File: config.mk
export PLATFORM = sky130hd
export DESIGN_NAME = motion_actuator
export DESIGN_NICKNAME = d
export VERILOG_FILES = /design/src/rtl/motion_actuator.sv
export SDC_FILE = /design/constraint.sdc
export NUM_CORES = 1
export LEC_CHECK = 0
export ABC_CLOCK_PERIOD_IN_PS = 10900
export CORE_ASPECT_RATIO = 1.5
export CORE_UTILIZATION = 65
export CTS_CLUSTER_SIZE = 14
export DETAILED_ROUTE_END_ITERATION = 8
export HOLD_SLACK_MARGIN = 0.08
export PLACE_DENSITY = 0.84
export SKIP_LAST_GASP = 1
export SYNTH_ARGS = -nofsm -noshare
export SYNTH_HDL_FRONTEND = slang
export SYNTH_SLANG_ARGS = --single-unit
File: constraint.sdc
create_clock -name clk_100 -period 10.9 [get_ports clk_100]
set_input_delay 2.725 -clock clk_100 [delete_from_list [all_inputs] [get_ports clk_100]]
set_output_delay 2.725 -clock clk_100 [all_outputs]
set_load 0.05 [all_outputs]
File: src/rtl/motion_actuator.sv
// motion_actuator: RC-car style servo pulse generator plus an H-bridge drive block.
//
// Servo: a frame counter runs 0..SERVO_PERIOD-1. Each frame starts with a pulse of
// SERVO_MIN + pos*SERVO_STEP clocks. pos is latched from the clamped dir code only
// at the frame boundary.
//
// Motor: a PWM counter runs 0..MOTOR_PERIOD-1. The duty level is latched from speed
// only at the period wrap. A drive FSM maps choose onto the H-bridge pins. Every
// forward/reverse swap is forced through a DEADTIME-clock off gap.
//
// Build option: define SERVO_SLEW_EN to limit pos to one code of travel per frame.
// Without it, pos jumps straight to the clamped dir code at each frame boundary.

module motion_actuator #(
    parameter int unsigned SERVO_PERIOD = 2000000,
    parameter int unsigned SERVO_MIN    = 100000,
    parameter int unsigned SERVO_STEP   = 16667,
    parameter int unsigned MOTOR_PERIOD = 5000,
    parameter int unsigned DEADTIME     = 50000
) (
    input  logic       clk_100,
    input  logic       rst,
    input  logic [2:0] dir,
    input  logic [1:0] speed,
    input  logic [1:0] choose,
    output logic       servo_pwm,
    output logic       motor_pwm,
    output logic       motor_in1,
    output logic       motor_in2,
    output logic       dead_active
);

    // Counter widths. The minimum is 1 bit so degenerate parameter values still elaborate.
    localparam int unsigned SCW = (SERVO_PERIOD > 1) ? $clog2(SERVO_PERIOD) : 1;
    localparam int unsigned MCW = (MOTOR_PERIOD > 1) ? $clog2(MOTOR_PERIOD) : 1;
    localparam int unsigned DCW = (DEADTIME > 1) ? $clog2(DEADTIME) : 1;

    // Drive FSM encoding
    localparam logic [2:0] StCoast = 3'd0;
    localparam logic [2:0] StFwd   = 3'd1;
    localparam logic [2:0] StRev   = 3'd2;
    localparam logic [2:0] StBrake = 3'd3;
    localparam logic [2:0] StDead  = 3'd4;

    // choose encodings
    localparam logic [1:0] ChCoast = 2'b00;
    localparam logic [1:0] ChFwd   = 2'b01;
    localparam logic [1:0] ChRev   = 2'b10;
    localparam logic [1:0] ChBrake = 2'b11;

    // ------------------------------------------------------------------
    // Servo path
    // ------------------------------------------------------------------
    logic [SCW-1:0] servo_cnt_q, servo_cnt_d;
    logic [2:0]     pos_q, pos_d;
    logic           servo_pwm_q, servo_pwm_d;
    logic [2:0]     dir_clamped;
    logic           frame_end;
    logic [31:0]    pulse_width;

    // Frame counter, frame-boundary position update and pulse compare
    always_comb begin
        dir_clamped = (dir == 3'd7) ? 3'd6 : dir;
        frame_end   = (servo_cnt_q == SCW'(SERVO_PERIOD - 1));
        servo_cnt_d = frame_end ? '0 : servo_cnt_q + SCW'(1);

        pos_d = pos_q;
        if (frame_end) begin
`ifdef SERVO_SLEW_EN
            if (dir_clamped > pos_q) begin
                pos_d = pos_q + 3'd1;
            end else if (dir_clamped < pos_q) begin
                pos_d = pos_q - 3'd1;
            end
`else
            pos_d = dir_clamped;
`endif
        end

        // The output lags the counter by one clock. After reset (count 0) the first
        // clock already drives a full-width pulse, and each frame sees the pos value
        // latched at the previous boundary.
        pulse_width = SERVO_MIN + 32'(pos_q) * SERVO_STEP;
        servo_pwm_d = (32'(servo_cnt_q) < pulse_width);
    end

    // Servo state registers
    always_ff @(posedge clk_100) begin
        if (rst) begin
            servo_cnt_q <= '0;
            pos_q       <= 3'd3;
            servo_pwm_q <= 1'b0;
        end else begin
            servo_cnt_q <= servo_cnt_d;
            pos_q       <= pos_d;
            servo_pwm_q <= servo_pwm_d;
        end
    end

    // ------------------------------------------------------------------
    // Motor PWM path
    // ------------------------------------------------------------------
    logic [MCW-1:0] motor_cnt_q, motor_cnt_d;
    logic [1:0]     duty_q, duty_d;
    logic           period_end;
    logic [31:0]    high_time;
    logic           duty_on;

    // PWM counter, wrap-aligned duty load and duty compare
    always_comb begin
        period_end  = (motor_cnt_q == MCW'(MOTOR_PERIOD - 1));
        motor_cnt_d = period_end ? '0 : motor_cnt_q + MCW'(1);
        duty_d      = period_end ? speed : duty_q;

        unique case (duty_q)
            2'd0:    high_time = 32'd0;
            2'd1:    high_time = MOTOR_PERIOD / 4;
            2'd2:    high_time = MOTOR_PERIOD / 2;
            default: high_time = MOTOR_PERIOD;
        endcase
        duty_on = (32'(motor_cnt_q) < high_time);
    end

    // ------------------------------------------------------------------
    // Drive FSM
    // ------------------------------------------------------------------
    logic [2:0]     state_q, state_d;
    logic [DCW-1:0] dead_cnt_q, dead_cnt_d;
    logic           dead_done;

    // Next-state logic. COAST and BRAKE requests win from every state, DEAD included.
    always_comb begin
        state_d    = state_q;
        dead_cnt_d = dead_cnt_q;
        dead_done  = (dead_cnt_q == DCW'(DEADTIME - 1));

        unique case (state_q)
            StCoast, StBrake: begin
                unique case (choose)
                    ChCoast: state_d = StCoast;
                    ChFwd:   state_d = StFwd;
                    ChRev:   state_d = StRev;
                    default: state_d = StBrake;
                endcase
            end
            StFwd: begin
                unique case (choose)
                    ChCoast: state_d = StCoast;
                    ChBrake: state_d = StBrake;
                    ChRev: begin
                        state_d    = StDead;
                        dead_cnt_d = '0;
                    end
                    default: state_d = StFwd;
                endcase
            end
            StRev: begin
                unique case (choose)
                    ChCoast: state_d = StCoast;
                    ChBrake: state_d = StBrake;
                    ChFwd: begin
                        state_d    = StDead;
                        dead_cnt_d = '0;
                    end
                    default: state_d = StRev;
                endcase
            end
            StDead: begin
                unique case (choose)
                    ChCoast: state_d = StCoast;
                    ChBrake: state_d = StBrake;
                    default: begin
                        // Flipping between FWD and REV requests keeps counting; the
                        // exit direction is whatever is requested on the final clock.
                        if (dead_done) begin
                            state_d = (choose == ChFwd) ? StFwd : StRev;
                        end else begin
                            dead_cnt_d = dead_cnt_q + DCW'(1);
                        end
                    end
                endcase
            end
            default: state_d = StCoast;
        endcase
    end

    // ------------------------------------------------------------------
    // Output registers
    // ------------------------------------------------------------------
    logic motor_pwm_q, motor_pwm_d;
    logic in1_q, in1_d;
    logic in2_q, in2_d;
    logic dead_q, dead_d;

    // Outputs are decoded from the next state so pins change on the same edge as the state
    always_comb begin
        motor_pwm_d = 1'b0;
        in1_d       = 1'b0;
        in2_d       = 1'b0;
        dead_d      = 1'b0;
        unique case (state_d)
            StFwd: begin
                in1_d       = 1'b1;
                motor_pwm_d = duty_on;
            end
            StRev: begin
                in2_d       = 1'b1;
                motor_pwm_d = duty_on;
            end
            StBrake: begin
                in1_d       = 1'b1;
                in2_d       = 1'b1;
                motor_pwm_d = 1'b1;
            end
            StDead:  dead_d = 1'b1;
            default: ;
        endcase
    end

    // Motor counters, FSM state and registered pin outputs
    always_ff @(posedge clk_100) begin
        if (rst) begin
            motor_cnt_q <= '0;
            duty_q      <= 2'd0;
            state_q     <= StCoast;
            dead_cnt_q  <= '0;
            motor_pwm_q <= 1'b0;
            in1_q       <= 1'b0;
            in2_q       <= 1'b0;
            dead_q      <= 1'b0;
        end else begin
            motor_cnt_q <= motor_cnt_d;
            duty_q      <= duty_d;
            state_q     <= state_d;
            dead_cnt_q  <= dead_cnt_d;
            motor_pwm_q <= motor_pwm_d;
            in1_q       <= in1_d;
            in2_q       <= in2_d;
            dead_q      <= dead_d;
        end
    end

    assign servo_pwm   = servo_pwm_q;
    assign motor_pwm   = motor_pwm_q;
    assign motor_in1   = in1_q;
    assign motor_in2   = in2_q;
    assign dead_active = dead_q;

endmodule

Yosys cells after proc, flatten, opt, wreduce, memory -nomap -nowiden. Index checks and enable logic that the tools add are counted.

Bits in registers: 63. Output and inout port bits: 5.

$add $sub $neg: 4. Multipliers: 1. $lt $le $gt $ge: 2. Equality and inequality tests: 21. Mux-type cells: 18. Reductions and logical operators: 12.

Operator list (count): $mux W16 (4); $pmux W16 S3 (1); $pmux W13 S3 (1); $lt A13 B32 Y1 (1); $add A21 B1 Y21 const B (1); $eq A21 B21 Y1 const B (1); $lt A21 B19 Y1 (1); $add A17 B18 Y19 const A (1); $mul A3 B15 Y18 const B (1); $pmux W3 S3 (2); $add A16 B1 Y16 const B (1); $eq A16 B16 Y1 const B (1); $reduce_or A2 Y1 (7); $add A13 B1 Y13 const B (1); $eq A13 B13 Y1 const B (1); $eq A3 B2 Y1 const B (4); $pmux W3 S4 (1); $eq A3 B3 Y1 const B (3); $ne A2 B2 Y1 const B (4); $eq A2 B2 Y1 const B (3); $eq A3 B1 Y1 const B (2); $mux W3 (2); $pmux W2 S3 (1); $pmux W3 S2 (1); 8 further kinds (12).

Longest topological paths before layout.
Word-level depth: 8. Mapped depth: 19. Mapped depth without buffers: 19.

Worst setup path before layout. Ideal clock, no wire load.

Path type: input -> register. Start: input choose[0]. End: register motor_pwm_q, in the netlist motor_pwm. Setup time: 114 ps. Arrival time: 4025 ps. Slack: 6762 ps. Stages on the path: 7. Path through: inv_1 ha_1 or2_2 mux2_4 a31oi_4 maj3_2 nor2_1.

Cells in the longest elaborated chain, start to end: 8. Elaborated cells between the ends (all ways): 16.

RTL lines: from (decl) (line 25) `input logic [1:0] choose,`; $eq A2 B1 Y1 (line 139, 158, 176); $mux W2 (line 176) `state_d = (choose == ChFwd) ? StFwd : StRev;`; $mux W3 (line 175) `if (dead_done) begin`; $pmux W3 S2 (line 169) `unique case (choose)`; $pmux W3 S4 * (line 137) `unique case (state_q)`; $eq A3 B2 Y1 / $eq A3 B1 Y1 (equally long branches) (line 201) `unique case (state_d)`; $reduce_or A2 Y1 (no line); $pmux W1 S2 * (line 201); to (signal assigned) (line 236) `motor_pwm_q <= motor_pwm_d;`; to (decl) (line 190) `logic motor_pwm_q, motor_pwm_d;`.

Every way passes the cells marked *; elsewhere a longest branch is shown, timed or not. A chain may end at the register's enable or synchronous reset.

Final worst setup path.
Start: input choose[1]. End: register dead_cnt_q[12].

Cells in the longest elaborated chain, start to end: 4. Elaborated cells between the ends (all ways): 9.

RTL lines: $eq A2 B2 Y1 / $logic_not A2 Y1 (equally long branches) (line 169); $reduce_or A2 Y1 (no line); $ne A2 B2 Y1 (no line); $reduce_and A5 Y1 (no line) *; to (signal assigned) (line 235) `dead_cnt_q <= dead_cnt_d;`; to (decl) (line 128) `logic [DCW-1:0] dead_cnt_q, dead_cnt_d;`.

Marks and branches as above.

==> run metrics <==
sequential power share=51.7%; switching share of total power=25.39%; Die ar.=0.006599 mm2; Hold Startpoint=motor_cnt_q[0]; Critical Path AT=4.85 ns; n_diodes=0; switching power=0.1186 mW; commonest cells after routing, fill and taps aside=81 x nor2_1, 63 x dfxtp_1, 57 x ha_1, 29 x xnor2_1, 25 x nand2_1; leading cell type in the layout, fill and taps excluded=nor2_1; global-route wire length before repair=14,320 um; Seq cells post-synth=63; Initial Util=66.97%; Final GP Congestion=0.8394; fin worst setup slack=6.237 ns; Seq/Total Area, Yosys=30.94%; synth unique cells=67; Slew HR=35.73%; GRT Util Overall=28.04%; fin crit period=4.663 ns; worst path cell trace=clkdlybuf4s50_1, inv_1, ha_1, nand3b_4, a21oi_4, nor2_1, o21ai_1, nor2_1; CTS Buf Count=9; CTS clk-pin slew, worst paths=0.06 ns; 1st-pass router iterations=4; WL final=8016 um; Die Ht=98.99 um; Layout area overhead=8.471%; Clock Skew=0.006281 ns; DR WL met2=4274 um; vias per std cell=5.794; H-tree Lvls=3; slowest cell delay on critical path=0.75 ns; Cells after Synth=453; largest net degree at the start of global routing=21; Synthesized Nets=520; Post-synth EDFFs=0; final period utilization=42.78%; core box area=0.006087 mm2; critical path launch point type=input port; Remaining DRCs=0; CTS tree=yes; Worst Path Max Fanout=14; met3 wire length=181 um; Setup WS pre-CTS=5.902 ns; Finish-stage setup viols=0; antenna violations before repair=0; DR iter-0 viols=141; PortBufs=13; Setup Buffers After CTS=0; highest clock rate=214.5 MHz; Ports=14; Root Buffer=clkbuf_8; via count=3,181; Async S/R FF share, synth=0%; Post-DRT Antenna Nets=0; Die X-Extent=66.66 um; num rows=35; max-cap viol count=0; Pwr Density=105.6 mW/mm2; Comb pwr share=9.9%; RSZ-0062 raised after global routing=no; maximum VDD drop=0.00006652 V; CP Capture Type=flop; LEAKAGE=1.760 nW; Setup TNS Final=0 ns; worst skew pair latency=0.33 ns; outcome=complete, no violations; Syn Std Cell Area=0.004076 mm2; YS warnings=0; drt wl/cell=14.60 um; clk buf depth=2; Most common cell on crit path=nor2_1; max-slew violation count=0; final hold vios=0; CTS hold repair buffers=0; # resized after CTS=0; Worst-Margin Slew=0.9577 ns; syn_area_per_cell=8.999 um2; total gr overflow=0; Int Power=0.3485 mW; slowest CP cell=o21ai_1; Setup crit start=choose[1]; Post-layout nets=537; Clock power frac=38.3%; hold crit path type=reg2reg; Crit Path Class=in2reg; Crit path required time=11.08 ns; Synth Flop Type=dfxtp_1; DR top layer=met4; Sink Count=63; met1 wire length=3286 um; HPWL after DPL=6176 um; layout cell share with drive strength beyond 1=8.211%; vias in the first global route=3,339; Reg-to-Reg Start=pos_q[1]
-- synth_stat cells (2+ instances only) --
master | count | share of area [%]
inv_1 | 24 | 2.2
and3_2 | 2 | 0.37
mux2i_1 | 4 | 0.98
nand3_1 | 19 | 2.3
nor3_2 | 2 | 0.49
nor4_1 | 3 | 0.46
o211ai_1 | 4 | 0.74
or4_1 | 2 | 0.37
and3_1 | 3 | 0.46
nand3b_1 | 2 | 0.37
a21oi_1 | 12 | 1.5
dfxtp_1 | 63 | 31
a21o_1 | 2 | 0.37
and4bb_2 | 2 | 0.61
nor2_1 | 81 | 7.5
xnor2_1 | 29 | 6.2
xor2_1 | 20 | 4.3
nand4_1 | 13 | 2.0
ha_1 | 57 | 17
nand2_1 | 25 | 2.3
nor3b_1 | 3 | 0.55
nor2b_1 | 7 | 1.1
and4_1 | 2 | 0.43
buf_6 | 3 | 0.83
a211oi_1 | 3 | 0.55
o21ai_0 | 12 | 1.5
nor3_1 | 11 | 1.4
nand2b_1 | 4 | 0.61
-- metal layers --
| metal | GRT usage, % | vias up |
|---|---|---|
| met2 | 50.35 | 50 |
| met3 | 6.481 | 24 |
| li1 | - | 1606 |
| met4 | 13.26 | 0 |
| met5 | 0 | - |
| met1 | 29.71 | 1501 |
-- worst paths after layout --
| path | endpoint | slack, ns | depth (start not counted) |
|---|---|---|---|
| min reg2reg | motor_cnt_q[0] | 0.46 | 1 |
| min | motor_cnt_q[0] | 0.46 | 1 |
| max reg2reg | servo_pwm | 6.66 | 17 |
| max | dead_cnt_q[12] | 6.24 | 8 |
-- worst max-delay path, delay by kind of cell --
kind / cells / cell delay, ns
AOI/OAI and AO/OA: 2 / 0.94
buffers and inverters: 2 / 0.60
and+or+nand+nor: 3 / 0.33
adders and majority gates: 1 / 0.24
-- final cells by class --
cell class	instances	area (um2)
Clock buffer	13	158.9
Clock inverter	3	17.52
Fill cell	453	1665
Inverter	24	90.09
Multi-Input combinational cell	359	2671
Sequential cell	63	1261
Tap cell	74	92.59
Timing Repair Buffer	13	130.1
-- flip-flops by register name, summed over array words and instances (netlist names), 2 cells and up --
register     cells
state_q          3
pos_q            3
motor_cnt_q     13
dead_cnt_q      16
servo_cnt_q     21
duty_q           2
-- per-stage QoR --
| step | util, % | std cells | power (mW) | cell area [um2] | hold WS, ns |
|---|---|---|---|---|---|
| after floorplan | - | 453 | 0.2804 | 4076 | 0.4175 |
| after global placement | 69.74 | 533 | 0.2911 | 4245 | 0.4280 |
| after detailed placement | 69.74 | 533 | 0.2930 | 4245 | 0.4546 |
| after CTS | 72.64 | 549 | 0.4715 | 4422 | 0.4645 |
| after global routing | 72.64 | 549 | 0.4874 | 4422 | 0.4794 |
| final | 72.64 | 549 | 0.4672 | 4422 | 0.4595 |
-- power groups by stage --
stage	Clock, mW	Sequential (mW)	Combinational (mW)
CTS	0.183	0.242	0.0466
global placement	0	0.246	0.0447
detailed placement	0	0.247	0.0463
global route	0.194	0.242	0.0514
floorplan	0	0.251	0.0298
finish	0.179	0.242	0.0464
-- logic make-up (layout without fill, tap and decap cells) --
family,Yosys count,in the layout,synth area share [%]
mux,5,5,1.350
flops,63,63,30.94
xor+xnor,49,49,10.53
fa+ha+maj,59,59,18.26
buf+inv,31,53,3.530
simple gates,199,199,26.46
compound gates,47,47,8.932
No activity file was read; power rests on OpenSTA's default activity.
